===== config.mk =====
export PLATFORM = sky130hd
export DESIGN_NAME = ucs_flip_scheduler
export DESIGN_NICKNAME = d
export VERILOG_FILES = /design/src/rtl/ucs_flip_scheduler_pkg.sv /design/src/rtl/ucs_flip_scheduler_setup_loader.sv /design/src/rtl/ucs_flip_scheduler.sv
export SDC_FILE = /design/constraint.sdc
export NUM_CORES = 1
export LEC_CHECK = 0
export ABC_AREA = 1
export BUFFER_PORTS_ARGS = -buffer_cell sky130_fd_sc_hd__buf_2
export CAP_MARGIN = 25
export CORE_MARGIN = 2
export CORE_UTILIZATION = 52
export DETAILED_ROUTE_END_ITERATION = 10
export GPL_ROUTABILITY_DRIVEN = 0
export PLACE_DENSITY = 0.87
export RECOVER_POWER = 100
export SYNTH_ARGS = -nofsm -noshare
export SYNTH_HDL_FRONTEND = slang
export SYNTH_SLANG_ARGS = --single-unit

===== constraint.sdc =====
create_clock -name clk_i -period 4.1 [get_ports clk_i]
set_input_delay 0.205 -clock clk_i [delete_from_list [all_inputs] [get_ports clk_i]]
set_output_delay 0.205 -clock clk_i [all_outputs]
set_load 0.01 [all_outputs]

===== src/rtl/ucs_flip_scheduler_pkg.sv =====
`default_nettype none
// ============================================================================
// Module  : ucs_flip_scheduler_pkg
// Brief   : Shared types, defaults and width helpers for the flip scheduler.
// Revision: 1.0 - initial release
// ============================================================================
package ucs_flip_scheduler_pkg;

    localparam int DEF_BUFFER_DEPTH          = 2048;
    localparam int DEF_NSAT                  = 3;
    localparam int DEF_LITERAL_ADDRESS_WIDTH = 12;
    localparam int DEF_FLIP_COUNT_WIDTH      = 32;
    localparam int DEF_SEL_LATENCY           = 4;

    typedef enum logic [3:0] {
        ST_IDLE    = 4'd0,
        ST_LOAD    = 4'd1,
        ST_SETTLE  = 4'd2,
        ST_REQ     = 4'd3,
        ST_WAIT    = 4'd4,
        ST_PRESENT = 4'd5,
        ST_FLIP    = 4'd6,
        ST_SAT     = 4'd7,
        ST_TIMEOUT = 4'd8,
        ST_ERROR   = 4'd9
    } state_t;

    function automatic int clause_width(input int nsat, input int lit_w);
        return nsat * lit_w;
    endfunction

    function automatic int buf_addr_width(input int depth);
        return (depth > 1) ? $clog2(depth) : 1;
    endfunction

    // States in which the unsat buffer is frozen and start_i is accepted
    function automatic logic is_idle_or_terminal(input state_t s);
        return (s == ST_IDLE) || (s == ST_SAT) || (s == ST_TIMEOUT) || (s == ST_ERROR);
    endfunction

endpackage
`default_nettype wire


===== src/rtl/ucs_flip_scheduler_setup_loader.sv =====
`default_nettype none
// ============================================================================
// Module  : ucs_setup_loader
// Brief   : Host load handshake, setup write address counter, overflow detect.
// Revision: 1.0 - initial release
// ============================================================================
module ucs_setup_loader
    import ucs_flip_scheduler_pkg::*;
#(
    parameter int BUFFER_DEPTH   = DEF_BUFFER_DEPTH,
    parameter int CLAUSE_WIDTH   = clause_width(DEF_NSAT, DEF_LITERAL_ADDRESS_WIDTH),
    parameter int BUF_ADDR_WIDTH = buf_addr_width(BUFFER_DEPTH)
) (
    input  logic                      clk_i,
    input  logic                      rst_i,
    input  logic                      clear_i,
    input  logic                      active_i,
    input  logic                      load_valid_i,
    input  logic [CLAUSE_WIDTH-1:0]   load_data_i,
    input  logic                      load_last_i,
    output logic                      load_ready_o,
    output logic                      wr_en_o,
    output logic [BUF_ADDR_WIDTH-1:0] addr_o,
    output logic [CLAUSE_WIDTH-1:0]   data_o,
    output logic                      done_o,
    output logic                      overflow_o
);

    localparam logic [BUF_ADDR_WIDTH-1:0] c_last_addr = BUF_ADDR_WIDTH'(BUFFER_DEPTH - 1);

    logic [BUF_ADDR_WIDTH-1:0] r_addr;
    logic                      w_xfer;

    assign w_xfer       = active_i & load_valid_i;
    assign load_ready_o = active_i;
    assign wr_en_o      = w_xfer;
    assign addr_o       = r_addr;
    assign data_o       = w_xfer ? load_data_i : '0;
    assign done_o       = w_xfer & load_last_i;
    // Writing the final slot without closing the load leaves no room for the rest
    assign overflow_o   = w_xfer & ~load_last_i & (r_addr == c_last_addr);

    always_ff @(posedge clk_i or posedge rst_i) begin
        if (rst_i) begin
            r_addr <= '0;
        end else if (clear_i) begin
            r_addr <= '0;
        end else if (w_xfer) begin
            r_addr <= r_addr + BUF_ADDR_WIDTH'(1);
        end
    end

endmodule
`default_nettype wire


===== src/rtl/ucs_flip_scheduler.sv =====
`default_nettype none
// ============================================================================
// Module  : ucs_flip_scheduler
// Brief   : Sequences buffer load, clause selection and flip handoff to SAT/limit.
// Revision: 1.0 - initial release
// ============================================================================
module ucs_flip_scheduler
    import ucs_flip_scheduler_pkg::*;
#(
    parameter int BUFFER_DEPTH           = DEF_BUFFER_DEPTH,
    parameter int NSAT                   = DEF_NSAT,
    parameter int LITERAL_ADDRESS_WIDTH  = DEF_LITERAL_ADDRESS_WIDTH,
    parameter int FLIP_COUNT_WIDTH       = DEF_FLIP_COUNT_WIDTH,
    parameter int SEL_LATENCY            = DEF_SEL_LATENCY,
    localparam int CLAUSE_WIDTH          = clause_width(NSAT, LITERAL_ADDRESS_WIDTH),
    localparam int BUF_ADDR_WIDTH        = buf_addr_width(BUFFER_DEPTH)
) (
    input  logic                        clk_i,
    input  logic                        rst_i,
    input  logic                        start_i,
    input  logic                        load_valid_i,
    output logic                        load_ready_o,
    input  logic [CLAUSE_WIDTH-1:0]     load_data_i,
    input  logic                        load_last_i,
    output logic                        setup_o,
    output logic                        ucb_setup_wr_en_o,
    output logic [BUF_ADDR_WIDTH-1:0]   ucb_setup_addr_o,
    output logic [CLAUSE_WIDTH-1:0]     ucb_setup_data_o,
    output logic                        request_o,
    output logic                        write_disable_o,
    output logic                        clear_debug_div_by_zero_o,
    input  logic                        debug_div_by_zero_i,
    input  logic [BUF_ADDR_WIDTH-1:0]   buffer_count_i,
    input  logic                        ucb_overflow_i,
    input  logic [CLAUSE_WIDTH-1:0]     selected_i,
    output logic                        clause_valid_o,
    input  logic                        clause_ready_i,
    output logic [CLAUSE_WIDTH-1:0]     clause_o,
    input  logic                        flip_done_i,
    input  logic [FLIP_COUNT_WIDTH-1:0] max_flips_i,
    output logic [FLIP_COUNT_WIDTH-1:0] flip_count_o,
    output logic                        sat_o,
    output logic                        timeout_o,
    output logic                        error_o,
    output logic                        busy_o
);

    localparam int                c_wait_w    = (SEL_LATENCY > 1) ? $clog2(SEL_LATENCY) : 1;
    localparam logic [c_wait_w-1:0] c_wait_last = c_wait_w'(SEL_LATENCY - 1);

    state_t                        r_state;
    state_t                        w_state_nxt;
    logic [c_wait_w-1:0]           r_wait_cnt;
    logic [CLAUSE_WIDTH-1:0]       r_clause;
    logic [FLIP_COUNT_WIDTH-1:0]   r_flip_count;
    logic                          r_sat;
    logic                          r_timeout;
    logic                          r_error;

    logic                          w_idle_or_term;
    logic                          w_start_accept;
    logic                          w_err_in;
    logic                          w_at_budget;
    logic                          w_request;
    logic                          w_capture;
    logic                          w_flip_inc;
    logic                          w_load_active;
    logic                          w_load_done;
    logic                          w_load_overflow;

    assign w_idle_or_term = is_idle_or_terminal(r_state);
    assign w_start_accept = start_i & w_idle_or_term;
    assign w_err_in       = ucb_overflow_i | debug_div_by_zero_i;
    assign w_at_budget    = (max_flips_i != '0) && (r_flip_count == max_flips_i);
    assign w_load_active  = (r_state == ST_LOAD);

    ucs_setup_loader #(
        .BUFFER_DEPTH   (BUFFER_DEPTH),
        .CLAUSE_WIDTH   (CLAUSE_WIDTH),
        .BUF_ADDR_WIDTH (BUF_ADDR_WIDTH)
    ) u_setup_loader (
        .clk_i        (clk_i),
        .rst_i        (rst_i),
        .clear_i      (w_start_accept),
        .active_i     (w_load_active),
        .load_valid_i (load_valid_i),
        .load_data_i  (load_data_i),
        .load_last_i  (load_last_i),
        .load_ready_o (load_ready_o),
        .wr_en_o      (ucb_setup_wr_en_o),
        .addr_o       (ucb_setup_addr_o),
        .data_o       (ucb_setup_data_o),
        .done_o       (w_load_done),
        .overflow_o   (w_load_overflow)
    );

    always_comb begin
        w_state_nxt = r_state;
        w_request   = 1'b0;
        w_capture   = 1'b0;
        w_flip_inc  = 1'b0;
        case (r_state)
            ST_IDLE, ST_SAT, ST_TIMEOUT, ST_ERROR: begin
                if (start_i) w_state_nxt = ST_LOAD;
            end
            ST_LOAD: begin
                if (w_load_overflow)  w_state_nxt = ST_ERROR;
                else if (w_load_done) w_state_nxt = ST_SETTLE;
            end
            ST_SETTLE: begin
                w_state_nxt = (buffer_count_i == '0) ? ST_SAT : ST_REQ;
            end
            ST_REQ: begin
                if (w_err_in)                   w_state_nxt = ST_ERROR;
                else if (buffer_count_i == '0)  w_state_nxt = ST_SAT;
                else if (w_at_budget)           w_state_nxt = ST_TIMEOUT;
                else begin
                    w_request   = 1'b1;
                    w_state_nxt = ST_WAIT;
                end
            end
            ST_WAIT: begin
                // Last counted cycle lines up with the selector output
                if (r_wait_cnt == c_wait_last) begin
                    w_capture   = 1'b1;
                    w_state_nxt = ST_PRESENT;
                end
            end
            ST_PRESENT: begin
                if (clause_ready_i) w_state_nxt = ST_FLIP;
            end
            ST_FLIP: begin
                if (flip_done_i) begin
                    w_flip_inc  = 1'b1;
                    w_state_nxt = ST_REQ;
                end
            end
            default: w_state_nxt = ST_IDLE;
        endcase

        // Datapath faults win over every transition, including a same-cycle handshake
        if (!w_idle_or_term && w_err_in) begin
            w_state_nxt = ST_ERROR;
            w_request   = 1'b0;
            w_capture   = 1'b0;
            w_flip_inc  = 1'b0;
        end
    end

    always_ff @(posedge clk_i or posedge rst_i) begin
        if (rst_i) begin
            r_state      <= ST_IDLE;
            r_wait_cnt   <= '0;
            r_clause     <= '0;
            r_flip_count <= '0;
            r_sat        <= 1'b0;
            r_timeout    <= 1'b0;
            r_error      <= 1'b0;
        end else begin
            r_state   <= w_state_nxt;
            r_sat     <= (w_state_nxt == ST_SAT);
            r_timeout <= (w_state_nxt == ST_TIMEOUT);
            r_error   <= (w_state_nxt == ST_ERROR);

            if (w_start_accept) begin
                r_flip_count <= '0;
            end else if (w_flip_inc && (r_flip_count != '1)) begin
                r_flip_count <= r_flip_count + FLIP_COUNT_WIDTH'(1);
            end

            if (w_request) begin
                r_wait_cnt <= '0;
            end else if (r_state == ST_WAIT) begin
                r_wait_cnt <= r_wait_cnt + c_wait_w'(1);
            end

            if (w_capture) r_clause <= selected_i;
        end
    end

    assign setup_o                   = w_load_active;
    assign request_o                 = w_request;
    assign write_disable_o           = w_idle_or_term;
    assign clear_debug_div_by_zero_o = w_start_accept;
    assign clause_valid_o            = (r_state == ST_PRESENT);
    assign clause_o                  = r_clause;
    assign flip_count_o              = r_flip_count;
    assign sat_o                     = r_sat;
    assign timeout_o                 = r_timeout;
    assign error_o                   = r_error;
    assign busy_o                    = ~w_idle_or_term;

endmodule
`default_nettype wire

==> After elaboration in Yosys (flattened, before gate mapping) <==
Cells that the tools add are included.
{ "classes": {"eq_ne": 16, "add_sub_neg": 3, "n_bitwise": 8, "muxes": 30, "n_reduce_logical": 14} }
{ "op_table": {"columns": ["op", "count"], "rows": [
  ["2-to-1 mux 32 bit", 2],
  ["2-to-1 mux 4 bit", 10],
  ["2-to-1 mux 36 bit", 1],
  ["adder 32 x 1 -> 32 bit (second input constant)", 1],
  ["== test 32 bit", 1],
  ["!= test 32 bit (second input constant)", 1],
  ["nonzero test 32 bit", 1],
  ["case mux 4 bit (7 select lines)", 1],
  ["2-to-1 mux 11 bit", 2],
  ["== test 4 x 3 -> 1 bit (second input constant)", 5],
  ["== test 4 bit (second input constant)", 4],
  ["adder 11 x 1 -> 11 bit (second input constant)", 1],
  ["== test 11 bit (second input constant)", 1],
  ["zero test 11 bit", 1],
  ["2-to-1 mux 1 bit", 11],
  ["== test 4 x 2 -> 1 bit (second input constant)", 2],
  ["nonzero test 2 bit", 3],
  ["AND 1 bit", 5],
  ["== test 4 x 1 -> 1 bit (second input constant)", 1],
  ["zero test 4 bit", 1],
  ["2-to-1 mux 2 bit", 2],
  ["OR reduction 4 bit", 1],
  ["logical AND 1 bit", 3],
  ["logical OR 1 bit", 3],
  ["other kinds (6)", 7]
]} }
{ "word_totals": {"wordCells": 79, "register_bits": 88, "in_bits": 124, "output_inout_bits": 126} }

==> Logic depth before layout (Yosys ltp) <==
Gate-level depths: netlist (run 1).
{ "depth": {"word_depth": 10, "depth_mapped": 14, "depth_no_buf": 14} }

==> Modules after synthesis <==
From an unflattened synthesis (run 1), not the netlist that was laid out.
{ "hier_totals": {"hier_cells": 751, "area_unflattened_um2": 5913.2} }
{ "by_module_without_submodules": {"columns": ["mod", "cells_each", "seq_area_each_um2", "area_per_inst_um2", "n_inst"], "rows": [
  ["ucs_flip_scheduler", 590, 1926.8, 4987.3, 1],
  ["ucs_setup_loader", 161, 275.3, 925.9, 1]
]} }

==> Worst setup path after synthesis (run 1) <==
OpenSTA, ideal clock, no wires.
{ "synth_timing": {"kind": "reg2reg", "from": "register r_flip_count[1], in the netlist flip_count_o[1]", "to": "register r_flip_count[7], in the netlist flip_count_o[7]", "required_time_ps": 3974, "setup_ps": 126, "synth_period_minus_slack_ps": 1816, "slack_ps": 2284, "arrival_ps": 1690, "path_stages_with_launch": 12, "path_buffers": 1, "cell_sequence": "dfrtp_1 > ha_1 > nand2_1 > nor2_2 > nand2_2 > nor2_4 > nand3_2 > nand3_4 > buf_4 > nor2_1 > nor2_1 > nor3_2"} }
{ "synth_between": {"elab_chain_len": 3, "word_cells_on_any_way": 6, "cone_classes": "1 x add/sub; 1 x eq/ne; 2 x mux; 2 x reduce/logical"} }
{ "synth_lines": {"columns": ["element", "line", "text"], "rows": [
  ["from (decl)", "ucs_flip_scheduler.sv:55", "logic [FLIP_COUNT_WIDTH-1:0] r_flip_count;"],
  ["from (signal assigned)", "ucs_flip_scheduler.sv:168", "r_flip_count <= r_flip_count + FLIP_COUNT_WIDTH'(1);"],
  ["adder 32 x 1 -> 32 bit / != test 32 bit (equally long branches)", "ucs_flip_scheduler.sv:168, ucs_flip_scheduler.sv:167", null],
  ["2-to-1 mux 32 bit / logical AND 1 bit (equally long branches)", "ucs_flip_scheduler.sv:167", "end else if (w_flip_inc && (r_flip_count != '1)) begin"],
  ["2-to-1 mux 32 bit / nonzero test 2 bit (equally long branches)", null, null]
]} }
Several ways; a longest one is shown, not always the timed one. The select of a mux whose other input is x is not followed.
A chain may end at the register's enable or synchronous reset.

==> Final worst setup path (run 1) <==
{ "layout_timing": {"from": "register r_state[1]", "to": "register r_flip_count[31], in the netlist flip_count_o[31]"} }
{ "layout_between": {"elab_chain_len": 9, "word_cells_on_any_way": 16, "cone_classes": "4 x eq/ne; 3 x mux; 1 x bitwise; 8 x reduce/logical"} }
{ "layout_lines": {"columns": ["element", "line", "text"], "rows": [
  ["from (decl)", "ucs_flip_scheduler.sv:51", "state_t r_state;"],
  ["from (signal assigned)", "ucs_flip_scheduler.sv:160", "r_state <= w_state_nxt;"],
  ["== test 4 x 3 -> 1 bit / zero test 4 bit (equally long branches)", "ucs_flip_scheduler_pkg.sv:38", "return (s == ST_IDLE) || (s == ST_SAT) || (s == ST_TIMEOUT) || (s == ST_ERROR);"],
  ["logical OR 1 bit (3 in a row)", "ucs_flip_scheduler_pkg.sv:38", null],
  ["zero test 1 bit", "ucs_flip_scheduler.sv:142", "if (!w_idle_or_term && w_err_in) begin"],
  ["logical AND 1 bit", "ucs_flip_scheduler.sv:142", null],
  ["2-to-1 mux 1 bit", "ucs_flip_scheduler.sv:142", null],
  ["logical AND 1 bit", "ucs_flip_scheduler.sv:167", null],
  ["nonzero test 2 bit (no source line)", null, null]
]} }
Several ways; a longest one is shown, not always the timed one.

==> flow_summary.json, run 1 <==
{
  "fillers": 1027,
  "cts_num_sinks": 88,
  "portBuffers": 249,
  "ios": 250,
  "async_flop_share": 1.00,
  "grtUsageTotal": 0.279,
  "synth.net_count": 859,
  "power_frac_clock": 0.233,
  "r2r-start": "r_state[1]",
  "slew_viol_final": 51,
  "leakage_nw": 3.47,
  "hold_end": "clause_o[29]",
  "comb_power_share": 0.344,
  "startpoint_type": "register",
  "grt.overflow.total": 0,
  "drtAntennaViolNets": 0,
  "h-tree-depth": 3,
  "rrSetupSlack_ns": 1.17,
  "vdd_drop_max_uv": 373,
  "fp.dieH_um": 108,
  "grt_max_degree": 51,
  "wl_per_cell_um": 14.7,
  "post-route-period-util": 0.715,
  "hold_start": "selected_i[29]",
  "end_kind": "register",
  "path_class": "reg2reg",
  "drcViolationCount": 0,
  "fmax_mhz": 341,
  "cts_tree": "done",
  "design_area_um2": 6820,
  "synth_cell_type_count": 40,
  "status": "finished with violations",
  "drt_iter0_drc": 363,
  "required_ns": 4.37,
  "syn_inst": 732,
  "fp.dieArea_um2": 11700,
  "period_needed_ns": 2.93,
  "maxCapViolations": 1,
  "start_util": 0.527,
  "via_count": 5768,
  "min_path_type": "in2reg",
  "synth.avg_cell_area_um2": 7.70,
  "setup_tns_ns": 0,
  "drive_gt1_frac": 0.178,
  "diodes": 0,
  "swShare": 0.405,
  "p_int_mw": 1.45,
  "reg2regPathDepth": 11,
  "dp_hpwl_um": 12900,
  "violations": "max-capacitance violations, max-slew violations",
  "syn_to_final_growth_pct": 21.0,
  "rsz0062_at_grt": "false",
  "rows": 38,
  "fin_nets": 1103,
  "clock_tree.buffer_depth": 2,
  "ys_ff_latch": 88,
  "placed_area_um2": 6960,
  "first_global_vias": 5380,
  "syn-cell-area_um2": 5640,
  "numCtsBuffers": 9,
  "synth_edf_count": 0,
  "viasPerCell": 5.15,
  "setup_viol_count_final": 0,
  "root_buffer": "clkbuf_8",
  "fin_skew_ns": 0.0125,
  "max_slew.worst_pin.slew_ns": 2.22,
  "relSlewSlack": -0.489,
  "drt_first_pass_iters": 5,
  "clkSlewWorstSetupHoldPaths_ns": 0.10,
  "core_area_um2": 10700,
  "rr_endpoint": "flip_count_o[31]",
  "p_switching_uw": 989,
  "critPathMaxFanout": 42,
  "hold_violations": 0,
  "antenna_found_initial": 0,
  "seq_area_frac_synth": 0.391,
  "p_per_area_nw_per_um2": 358,
  "cts_resized": 0,
  "synth_top_flop_cell": "dfrtp_1",
  "postCtsSetupBuffers": 0,
  "clock_latency_ns": 0.36,
  "seqPwrFrac": 0.423,
  "wl_um": 16500,
  "grt_pass1_wl_um": 25500,
  "yosys_warnings": 0,
  "hold_depth": 2,
  "dieWidth_um": 108,
  "cp.arrival_ns": 3.20
}
-- how the worst max path moves through the flow --
stage / from / to / slack (ns)
2_1_floorplan: rst_i / clause_o[0] / 1.62
3_3_place_gp: r_state[1] / u_setup_loader.addr_o[9] / 1.92
3_5_place_dp: r_state[1] / u_setup_loader.addr_o[9] / 1.85
4_1_cts: flip_count_o[13] / request_o / 1.79
5_1_grt: r_state[1] / timeout_o / 0.83
6_report: r_state[1] / flip_count_o[31] / 1.17
-- power groups by stage --
stage          sequential, mW  combinational (mW)  clock (mW)
2_1_floorplan            1.06               0.588           0
3_3_place_gp             1.04               0.912           0
3_5_place_dp             1.05               0.938           0
4_1_cts                  1.03               0.945       0.576
5_1_grt                  1.04               0.937       0.617
6_report                 1.03               0.841       0.569
-- cells in the mapped netlist, types with 4 or more instances --
library cell / number / area (um2)
a21oi_1: 12 / 60.1
buf_2: 7 / 35.0
clkbuf_1: 4 / 15.0
dfrtp_1: 88 / 2200
inv_1: 104 / 390
inv_2: 11 / 41.3
mux2_2: 6 / 67.6
mux2_4: 30 / 450
nand2_1: 148 / 556
nand3_1: 47 / 235
nand4_1: 11 / 68.8
nor2_1: 116 / 435
nor3_1: 25 / 125
nor3_2: 6 / 60.1
nor4_1: 6 / 37.5
o21ai_0: 10 / 50.1
o21ai_1: 24 / 120
xnor2_1: 15 / 131
xor2_1: 24 / 210
-- repair_timing --
action | in CTS | in global routing
hold buffers | 1 | 0
hold endpoints to repair | 19 | 0
setup endpoints to repair | 0 | 0
-- logic make-up after synthesis --
| kind of cell | count (synthesis) | share of synthesized area |
|---|---|---|
| and+or+nand+nor | 381 | 0.305 |
| buffers and inverters | 134 | 0.0972 |
| muxes | 36 | 0.0919 |
| adders and majority gates | 3 | 0.00666 |
| xor gates and xnor gates | 39 | 0.0606 |
| AOI/OAI and AO/OA | 51 | 0.0479 |
| DFF | 88 | 0.391 |
-- metrics by stage --
step | utilization | total power [mW] | setup slack (ns) | cells | hold WS [ns]
4_1_cts | 0.668 | 2.55 | 1.79 | 1121 | 0.0545
6_report | 0.638 | 2.44 | 1.17 | 1121 | 0.0494
2_1_floorplan | - | 1.65 | 1.62 | 732 | 0.354
3_5_place_dp | 0.650 | 1.98 | 1.85 | 1104 | 0.389
5_1_grt | 0.638 | 2.60 | 0.826 | 1121 | 0.0370
3_3_place_gp | 0.650 | 1.95 | 1.92 | 1104 | 0.388
-- state kept, by name, indices dropped and copies added (netlist names) --
signal,count
flip_count_o,32
timeout_o,1
r_wait_cnt,2
error_o,1
r_state,4
u_setup_loader.addr_o,11
clause_o,36
sat_o,1
-- routing by layer --
metal	vias to the layer above	part of all wire	global-route usage
met4	0	0.028	0.103
li1	2792	-	-
met5	-	0	0
met1	2656	0.39	0.337
met2	282	0.52	0.504
met3	38	0.071	0.0404
-- cell type report --
cell class / count / area, um2 / share of cell area
clock buffer: 10 / 128 / 0.0187
clock inverter: 6 / 51.3 / 0.00752
inverter: 116 / 438 / 0.0642
multi-input combinational: 510 / 2720 / 0.399
sequential: 88 / 2200 / 0.323
tap: 140 / 175 / 0.0257
timing repair buffer: 251 / 1110 / 0.163
-- placed cells by master, fill, tap and decap left out, types with 15 or more instances in the layout --
cell      Yosys  layout
dfrtp_1      88      88
inv_1       104     105
nor2_1      116     120
xnor2_1      15      15
mux2_1        0      30
o21ai_0      10      32
buf_2         7     128
clkbuf_1      4     122
nand3_1      47      48
nand2_1     148     151
nor3_1       25      26
xor2_1       24      24
-- critical path, cell delays in order (launching register included) --
cell	delay, ns
dfrtp_1	0.43
inv_1	0.13
nand2_1	0.08
a21oi_1	0.27
clkinv_1	0.11
nand2_1	0.11
clkinvlp_2	0.14
nor2_1	0.50
inv_2	0.47
nand2_4	0.36
nand3_1	0.11
o21ai_0	0.10
Note: power is estimated with default switching activity, not from simulation.
==> run 2, diff against run 1 <==
CORE_UTILIZATION = 48   (was 52)
PLACE_DENSITY = 0.81   (was 0.87)
clock period = 2.7 ns   (was 4.1 ns; I/O delays follow)
==> flow_summary.json, run 2 (synthesized netlist as in run 1, its figures left out) <==
{
  "status": "finished with violations",
  "violations": "negative hold slack, max-capacitance violations, max-slew violations",
  "hold_end": "clause_o[15]",
  "mostFrequentLayoutCells": "nand2_1, buf_2, clkbuf_1",
  "root_buffer": "clkbuf_16",
  "hold_depth": 2,
  "p_switching_mw": 1.59,
  "fp.dieArea_um2": 12600,
  "cts_num_sinks": 88,
  "rsz0062_at_grt": "false",
  "min_path_type": "in2reg",
  "fin_nets": 1105,
  "portBuffers": 249,
  "drt_iter0_drc": 293,
  "largest_register_ffs": 36,
  "h-tree-depth": 3,
  "clock_latency_ns": 0.34,
  "setup_tns_ns": 0,
  "critPathMaxFanout": 22,
  "grt.overflow.total": 0,
  "p_int_mw": 2.64,
  "dp_hpwl_um": 12900,
  "via_count": 5733,
  "power_frac_clock": 0.310,
  "relSlewSlack": -0.241,
  "slew_viol_final": 42,
  "wl_um": 16500,
  "leakage_nw": 3.55,
  "drtAntennaViolNets": 0,
  "swShare": 0.376,
  "dp_cells": 1109,
  "numCtsBuffers": 9,
  "r2r-start": "r_state[1]",
  "fin_skew_ns": 0.0105,
  "first_global_vias": 5605,
  "design_area_um2": 7030,
  "seqPwrFrac": 0.372,
  "ios": 250,
  "vdd_drop_max_uv": 391,
  "antenna_found_initial": 0,
  "viasPerCell": 5.09,
  "hold_violations": 1,
  "drcViolationCount": 0,
  "hold_start": "selected_i[15]",
  "diodes": 0,
  "cp.arrival_ns": 2.55,
  "clkSlewWorstSetupHoldPaths_ns": 0.07,
  "post-route-period-util": 0.867,
  "startpoint_type": "register",
  "final_common_cell": "nand2_1",
  "path_class": "reg2reg",
  "rows": 39,
  "worst_hold_slack_ns": -0.000801,
  "postCtsSetupBuffers": 0,
  "required_ns": 2.91,
  "fmax_mhz": 427,
  "grt_max_degree": 48,
  "p_per_area_nw_per_um2": 602,
  "stdcell_count": 1126,
  "cts_tree": "done",
  "maxCapViolations": 1,
  "core_area_um2": 11400,
  "start_util": 0.494,
  "syn_to_final_growth_pct": 24.7,
  "rr_endpoint": "flip_count_o[26]",
  "period_needed_ns": 2.34,
  "fp.dieH_um": 112,
  "dieWidth_um": 112,
  "placed_area_um2": 6990,
  "comb_power_share": 0.318,
  "reg2regPathDepth": 11,
  "grt_pass1_wl_um": 27000,
  "end_kind": "register",
  "wl_per_cell_um": 14.7,
  "drive_gt1_frac": 0.185,
  "max_slew.worst_pin.slew_ns": 1.85,
  "grtUsageTotal": 0.264,
  "setup_viol_count_final": 0,
  "drt_first_pass_iters": 5,
  "clock_tree.buffer_depth": 2,
  "rrSetupSlack_ns": 0.36
}
-- run 2: timing repair --
item / CTS / global route
endpoints found under the hold margin: 41 / 0
resized for setup: 0 / 0
hold buffers: 1 / 0
-- run 2: critical path, cell delays in order, from the launching register on --
cell and delay (ns):
dfrtp_1 0.44, inv_1 0.14, nand2_1 0.07, a21oi_1 0.29, clkinv_1 0.18, nand2_4 0.11, inv_4 0.06, nor2_4 0.20
inv_2 0.22, buf_4 0.27, nand3_1 0.11, o21ai_0 0.10
-- run 2: layer usage --
layer / wire, um / GRT usage
met4: 325 / 0.0927
met2: 8740 / 0.491
met5: 0 / 0
met3: 1120 / 0.0405
met1: 6340 / 0.309
-- run 2: final cells by class --
class	instances	area, um2
Inverter	116	439
Timing Repair Buffer	253	1140
Multi-Input combinational cell	510	2760
Clock inverter	6	73.8
Fill cell	1175	4390
Sequential cell	88	2200
Tap cell	143	179
Clock buffer	10	239
-- run 2: stage by stage --
stage / util / total power, mW / worst slack (ns)
final: 0.616 / 4.23 / 0.358
after global routing: 0.616 / 4.47 / 0.221
after CTS: 0.640 / 4.37 / 0.544
after detailed placement: 0.612 / 3.04 / 0.608
after global placement: 0.612 / 3.01 / 0.696
after floorplan: - / 2.50 / 0.286
-- run 2: worst max path at each step --
stage | from | to | slack, ns | cells past startpoint
floorplan | rst_i | clause_o[0] | 0.29 | 1
global placement | flip_count_o[1] | flip_count_o[4] | 0.70 | 10
detailed placement | flip_count_o[1] | flip_count_o[4] | 0.61 | 10
CTS | flip_count_o[13] | request_o | 0.54 | 8
global route | r_state[1] | flip_count_o[29] | 0.22 | 11
finish | r_state[1] | flip_count_o[26] | 0.36 | 11
-- run 2: power by group through the flow --
| stage | combinational, mW | clock [mW] | sequential (mW) |
|---|---|---|---|
| floorplan | 0.893 | 0 | 1.61 |
| global placement | 1.42 | 0 | 1.59 |
| detailed placement | 1.44 | 0 | 1.59 |
| CTS | 1.47 | 1.33 | 1.57 |
| global route | 1.50 | 1.38 | 1.59 |
| finish | 1.35 | 1.31 | 1.57 |
